File: config.mk
export PLATFORM = sky130hd
export DESIGN_NAME = universal_reg_bank
export DESIGN_NICKNAME = d
export VERILOG_FILES = /design/src/rtl/universal_reg_bank.sv
export SDC_FILE = /design/constraint.sdc
export NUM_CORES = 1
export LEC_CHECK = 0
export BUFFER_PORTS_ARGS = -buffer_cell sky130_fd_sc_hd__buf_4
export CAP_MARGIN = 20
export CELL_PAD_IN_SITES_DETAIL_PLACEMENT = 2
export CELL_PAD_IN_SITES_GLOBAL_PLACEMENT = 2
export CORE_ASPECT_RATIO = 1.4
export CORE_UTILIZATION = 26
export DETAILED_ROUTE_END_ITERATION = 7
export GPL_TIMING_DRIVEN = 0
export HOLD_SLACK_MARGIN = 0.1
export PLACE_DENSITY = 0.82
export SYNTH_ARGS = -nofsm -noshare
export SYNTH_HDL_FRONTEND = slang
export SYNTH_SLANG_ARGS = --single-unit
File: constraint.sdc
create_clock -name clk -period 3.5 [get_ports clk]
set_input_delay 0.175 -clock clk [delete_from_list [all_inputs] [get_ports clk]]
set_output_delay 0.175 -clock clk [all_outputs]
set_load 0.01 [all_outputs]
File: src/rtl/universal_reg_bank.sv
// WIDTH-bit general-purpose register with complementary outputs, clock enable,
// synchronous reset and eight registered modes (hold/load/shift/rotate/toggle/clear).
module universal_reg_bank #(
    parameter int               WIDTH     = 8,
    parameter logic [WIDTH-1:0] RESET_VAL = {WIDTH{1'b0}}
) (
    input  logic             clk,
    input  logic             rst,
    input  logic             en,
    input  logic [2:0]       mode,
    input  logic [WIDTH-1:0] d,
    input  logic             sin_l,
    input  logic             sin_r,
    output logic [WIDTH-1:0] q,
    output logic [WIDTH-1:0] qn,
    output logic             sout_l,
    output logic             sout_r,
    output logic             zero
);

    generate
        if (WIDTH < 2 || WIDTH > 64) begin : g_width_check
            $error("universal_reg_bank: WIDTH must be in 2..64");
        end
    endgenerate

    localparam logic [2:0] MODE_HOLD   = 3'b000;
    localparam logic [2:0] MODE_LOAD   = 3'b001;
    localparam logic [2:0] MODE_SHL    = 3'b010;
    localparam logic [2:0] MODE_SHR    = 3'b011;
    localparam logic [2:0] MODE_ROTL   = 3'b100;
    localparam logic [2:0] MODE_ROTR   = 3'b101;
    localparam logic [2:0] MODE_TOGGLE = 3'b110;
    localparam logic [2:0] MODE_CLEAR  = 3'b111;

    logic [WIDTH-1:0] q_q;
    logic [WIDTH-1:0] q_d;
    logic             zero_q;

    always_comb begin
        q_d = q_q;
        if (en) begin
            case (mode)
                MODE_HOLD:   q_d = q_q;
                MODE_LOAD:   q_d = d;
                MODE_SHL:    q_d = {q_q[WIDTH-2:0], sin_l};
                MODE_SHR:    q_d = {sin_r, q_q[WIDTH-1:1]};
                MODE_ROTL:   q_d = {q_q[WIDTH-2:0], q_q[WIDTH-1]};
                MODE_ROTR:   q_d = {q_q[0], q_q[WIDTH-1:1]};
                MODE_TOGGLE: q_d = ~q_q;
                MODE_CLEAR:  q_d = RESET_VAL;
                default:     q_d = q_q;
            endcase
        end
    end

    // zero is derived from next-q so it lands on the same edge as q.
    always_ff @(posedge clk) begin
        if (rst) begin
            q_q    <= RESET_VAL;
            zero_q <= (RESET_VAL == '0);
        end else begin
            q_q    <= q_d;
            zero_q <= (q_d == '0);
        end
    end

    assign q      = q_q;
    assign qn     = ~q_q;
    assign sout_l = q_q[WIDTH-1];
    assign sout_r = q_q[0];
    assign zero   = zero_q;

endmodule

==> impl_metrics.toml, run 1 <==
[placed_design]
hpwl_um = 1850
dpl-instance-area_um2 = 988
port-buffer-count = 29
place_inst = 154
finalWeightedCongestion = 0.745

[critical_path]
class_of_the_most_critical_setup_path = "reg2reg"
worstRegToRegCells = 5
cp-end-kind = "flip-flop"
cp_data_required_time_ps = 3650
critical-path-slowest-cell = "sky130_fd_sc_hd__dfxtp_1"
cp_slowest_stage_delay_ps = 470
cp_data_arrival_time_ps = 1640
setup.worst_path.start_class = "flip-flop"
path_max_fanout = 7
cp_cell_sequence = "mux2i_1, o221ai_1, o22ai_1, and4_1, a41o_1"

[floorplan]
core_region_area_mm2 = 0.00264
starting_density_of_the_core = 0.275
design.die.area_mm2 = 0.00301
ios = 35
die_width_um = 46.7
die_h_um = 64.5
floorplan_row_count = 22

[final_layout]
finish.instance_area_mm2 = 0.00101
share_of_final_layout_standard_cells_stronger_than_drive_strength_1 = 0.369
finalCoreUtilization = 0.384
antenna_cells_inserted = 0
layout.nets = 139
number_of_filler_cells_placed_in_the_layout = 335
finish.cell_count_without_fillers = 158
area_growth_pct = 39.8

[grt]
grt-ovfl-total = 0
grt_start_max_net_pins = 11
first_pass_grt_wire_length_um = 3630
antenna_found_initial = 0
all_layer_gr_usage = 0.164
grt_pass1_vias = 799

[routing]
totalWireLength_um = 2230
avgViaCountPerCell = 4.81
vias = 760
dr.pass1.iters = 3
average_detailed_routed_wire_length_per_instance_um = 14.1
drc = 0
drt_iter0_drc = 7
route.antenna.remaining_nets = 0

[yosys]
synth_warnings = 0
mappedNetlistNets = 105
top_cell_type_s_share_of_synthesized_area = 0.248
netlist_top_cells_count = "sky130_fd_sc_hd__nor2_1, sky130_fd_sc_hd__dfxtp_1, sky130_fd_sc_hd__inv_1, sky130_fd_sc_hd__mux2i_1"
synth.yosys.seq_area_share = 0.248
netlist_area_um2 = 726
async_reset_ff_frac = 0
synthDistinctLibCells = 33
syn_avg_cell_area_um2 = 8.15
synthMostInstantiatedCell = "sky130_fd_sc_hd__nor2_1"
syn_inst = 89
synth-seq-cells = 9
synth_largest_area_cell = "sky130_fd_sc_hd__dfxtp_1"
post_synth_main_area_contributors = "sky130_fd_sc_hd__dfxtp_1, sky130_fd_sc_hd__mux2i_1, sky130_fd_sc_hd__nor2_1"
synth_enable_flop_cells = 0
postSynth.topFlopCell = "sky130_fd_sc_hd__dfxtp_1"

[run]
drv_cap = 0

[power_and_ir_drop]
p_leak_uw = 0.000459
power_density_mw_per_mm2 = 313
ir_worst_vdd_mv = 0.175

[timing]
fmax_mhz = 671
setup_viol_count_final = 0
hold-worst-slack_ps = 260
grt_setup_unrepaired = "no"
finalCriticalPeriod_ps = 1490
worst_slew_margin_rel = 0.763
timing_worst_slew_pin_value_ps = 356
finalSetupTns_ps = 0
clock_skew_after_layout_ps = 3.09
finalHoldViolCount = 0
post-route-period-util = 0.426
drv_slew = 0

[clock_tree]
cts.repair_timing.setup_buffer_count = 0
cts_tree = "built"
cts_resized = 0
cts_htree_levels = 1
clock_sinks = 9
worstSkewPairLatency_ps = 260
worst_setup_hold_path_clk_slew_ps = 60
cts-root-to-sink-buffers = 2
cts-hold-fix-buffers = 0
number_of_buffers_added_by_the_clock_tree_synthesis_step = 3
ctsRootBufferMaster = "sky130_fd_sc_hd__clkbuf_4"

[run_status]
run_status = "completed"

[hold_path]
min_delay_path_depth = 2
holdCritPathClass = "in2reg"
-- layout by cell type (no fill, tap or decap), types with 2 or more instances in the layout --
| cell type | count |
|---|---|
| sky130_fd_sc_hd__buf_4 | 31 |
| sky130_fd_sc_hd__buf_6 | 3 |
| sky130_fd_sc_hd__clkbuf_4 | 3 |
| sky130_fd_sc_hd__dfxtp_1 | 9 |
| sky130_fd_sc_hd__inv_1 | 9 |
| sky130_fd_sc_hd__mux2i_1 | 7 |
| sky130_fd_sc_hd__nand2_1 | 3 |
| sky130_fd_sc_hd__nand3_1 | 2 |
| sky130_fd_sc_hd__nand3b_1 | 2 |
| sky130_fd_sc_hd__nor2_1 | 13 |
| sky130_fd_sc_hd__nor2b_1 | 4 |
| sky130_fd_sc_hd__o2111ai_1 | 3 |
| sky130_fd_sc_hd__o211ai_1 | 2 |
| sky130_fd_sc_hd__o21ai_0 | 4 |
| sky130_fd_sc_hd__o221ai_1 | 4 |
| sky130_fd_sc_hd__o22ai_1 | 4 |
-- worst max-delay path, delay by kind of cell, from the launching register on --
kind             cells  cell delay [ps]
AND/OR/NAND/NOR      1              220
multiplexers         1              120
flip-flops           1              470
AO/OA/AOI/OAI        3              570
-- final cells by class --
type,instances,area (um2),share of cell area
Buffer,8,72.6,0.0715
Sequential cell,9,180,0.178
Inverter,9,33.8,0.0333
Tap cell,36,45.0,0.0444
Multi-Input combinational cell,63,439,0.433
Timing Repair Buffer,29,218,0.215
Clock buffer,4,26.3,0.0259
-- metal layers --
| metal | global-route usage | wire (um) |
|---|---|---|
| met5 | 0 | 0 |
| met4 | 0.0750 | 48 |
| met3 | 0.00836 | 52 |
| met2 | 0.286 | 1190 |
| met1 | 0.193 | 941 |
-- path summary, 6_finish.rpt --
path                            from   end  slack (ps)
worst max register to register  q[0]  zero        2010
worst max-delay path            q[0]  zero        2010
worst min register to register  q[4]  q[4]         600
worst min-delay path             rst  q[4]         260
-- cell families after synthesis --
group                  synth area share
AO/OA/AOI/OAI                     0.243
XOR/XNOR                         0.0379
buffers and inverters             0.147
flip-flops                        0.248
multiplexers                     0.0966
AND/OR/NAND/NOR                   0.228
-- registers in the layout, summed over array words and instances (netlist names) --
signal,count
zero,1
q,8
-- metrics by stage --
stage	worst slack (ps)	total power, uW
after floorplan	2190	192
after global placement	2050	240
after detailed placement	2010	245
after CTS	1990	325
after global routing	1900	339
final	2010	318
-- power by group --
part	total (uW)	leakage (uW)	internal, uW	switching (uW)
combinational	116	0.000369	61.3	54.5
clock	78.2	0.0000150	43.8	34.4
sequential	124	0.0000747	111	13.1
total	318	0.000459	216	102
No activity file was read; power rests on OpenSTA's default activity.
==> run 2: changes to the inputs <==
- CORE_UTILIZATION: 26 -> 21
- PLACE_DENSITY: 0.82 -> 0.71
- clock period: 3.5 -> 1.35 ns (I/O delays scaled with it)
==> impl_metrics.toml, run 2 (synthesis results as in run 1) <==
[placed_design]
port-buffer-count = 29
pre_cts_slack_ps = -96.2
dpl-instance-area_um2 = 992
hpwl_um = 1930
finalWeightedCongestion = 0.707

[final_layout]
antenna_cells_inserted = 0
mostFrequentLayoutCells = "sky130_fd_sc_hd__buf_4, sky130_fd_sc_hd__nor2_1, sky130_fd_sc_hd__inv_1"
largest_register_ffs = 8
layout.nets = 143
number_of_filler_cells_placed_in_the_layout = 366
share_of_final_layout_standard_cells_stronger_than_drive_strength_1 = 0.452
area_growth_pct = 51.9
finish.instance_area_mm2 = 0.00110
most_frequent_standard_cell_in_the_layout_excluding_fill_and_tap_cells = "sky130_fd_sc_hd__buf_4"

[hold_path]
timing.hold.worst.start = "rst"
whs_endpoint = "q[5]"
min_delay_path_depth = 2
holdCritPathClass = "in2reg"

[clock_tree]
cts-root-to-sink-buffers = 2
cts_tree = "built"
ctsRootBufferMaster = "sky130_fd_sc_hd__clkbuf_8"
cts-hold-fix-buffers = 0
cts_htree_levels = 1
worst_setup_hold_path_clk_slew_ps = 40
clock_sinks = 9
number_of_buffers_added_by_the_clock_tree_synthesis_step = 3
worstSkewPairLatency_ps = 220

[critical_path]
cp-end-kind = "flip-flop"
worstRegToRegCells = 5
setup.worst_path.start_class = "flip-flop"
cp_data_required_time_ps = 1470
cp_cell_sequence = "mux2i_1, o221ai_1, o22ai_1, and4_1, a41o_1"
path_max_fanout = 6
regToRegEndpoint = "zero"
cp_data_arrival_time_ps = 1470
worst_setup_slack_for_register_to_register_paths_ps = -0.08
critical_path.startpoint = "q[3]"
reg2reg_from = "q[3]"
cp_slowest_stage_delay_ps = 380
critical-path-slowest-cell = "sky130_fd_sc_hd__dfxtp_4"
class_of_the_most_critical_setup_path = "reg2reg"

[timing]
drv_slew = 0
finalCriticalPeriod_ps = 1350
fmax_mhz = 741
finalSetupTns_ps = -0.0829
fin_ws_ps = -0.0829
clock_skew_after_layout_ps = 1.96
post-route-period-util = 1.00
timing_worst_slew_pin_value_ps = 384
setup_viol_count_final = 1
grt_setup_unrepaired = "yes"
worst_slew_margin_rel = 0.743
finalHoldViolCount = 0

[floorplan]
die_h_um = 71.6
design.die.area_mm2 = 0.00370
core_region_area_mm2 = 0.00321
floorplan_row_count = 24
die_width_um = 51.7
ios = 35
starting_density_of_the_core = 0.226

[grt]
first_pass_grt_wire_length_um = 3710
all_layer_gr_usage = 0.132
antenna_found_initial = 0
grt_start_max_net_pins = 11
grt-ovfl-total = 0
grt_pass1_vias = 847

[power_and_ir_drop]
p_leak_uw = 0.000496
power_density_mw_per_mm2 = 860
ir_worst_vdd_mv = 0.549
post-layout-total-power_uw = 948

[routing]
drc = 0
average_detailed_routed_wire_length_per_instance_um = 14.9
drt_iter0_drc = 5
vias = 817
dr.pass1.iters = 2
route.antenna.remaining_nets = 0
avgViaCountPerCell = 4.95
totalWireLength_um = 2470

[run_status]
run_status = "finished with violations"
failed_checks = "negative setup slack"

[run]
drv_cap = 0
run 2: changes by cell type in the layout (fill, tap and decap cells not counted):
cell | previous run | this run
sky130_fd_sc_hd__dfxtp_4 | 0 | 6
sky130_fd_sc_hd__clkbuf_4 | 3 | 0
sky130_fd_sc_hd__clkbuf_8 | 0 | 3
sky130_fd_sc_hd__dfxtp_1 | 9 | 3
sky130_fd_sc_hd__buf_4 | 31 | 35
sky130_fd_sc_hd__o221ai_2 | 0 | 1
sky130_fd_sc_hd__o22ai_2 | 1 | 2
sky130_fd_sc_hd__o221ai_1 | 4 | 3
sky130_fd_sc_hd__o22ai_1 | 4 | 3
run 2: cell type report:
cell class	instances	area, um2	area share
plain buffers	8	72.6	0.0658
well taps	39	48.8	0.0443
flip-flops and latches	9	203	0.184
clock buffers	4	45.0	0.0409
multi-input cells	63	452	0.410
repair buffers	33	248	0.225
inverters	9	33.8	0.0306
run 2: through the flow:
stage,util,hold slack [ps],instances
floorplan,-,365,89
global placement,0.309,424,157
detailed placement,0.309,433,157
CTS,0.327,198,161
global route,0.343,236,165
finish,0.343,194,165
run 2: where the power goes:
group	internal (uW)	switching, uW
Sequential	287	34.8
Combinational	174	153
Clock	205	94.0
run 2: worst max-delay path: cells and delay by family (launching register included):
kind / cells / cell delay (ps)
simple gates: 1 / 220
mux: 1 / 80
flops: 1 / 380
compound gates: 3 / 550
run 2: routing by layer:
| layer | GRT usage | wire length (um) | up-vias |
|---|---|---|---|
| met5 | 0 | 0 | - |
| met4 | 0.0541 | 16 | 0 |
| met3 | 0.00637 | 33 | 2 |
| met2 | 0.251 | 1450 | 10 |
| met1 | 0.146 | 970 | 411 |
| li1 | - | - | 394 |
run 2: worst max-delay path by stage:
stage                     cells after the start   end  slack [ps]
final                                         5  zero       -0.08
after global routing                          5  zero         -70
after CTS                                     5  zero           8
after detailed placement                      5  zero        -100
after global placement                        5  zero        -120
after floorplan                               5  zero          40
run 2: repair_timing:
item / CTS / global route
setup endpoints to repair: 1 / 1
buffers inserted: 0 / 4
cloned: 0 / 0
resized for setup: 7 / 7
hold endpoints to repair: 0 / 0
pin swaps: 0 / 3
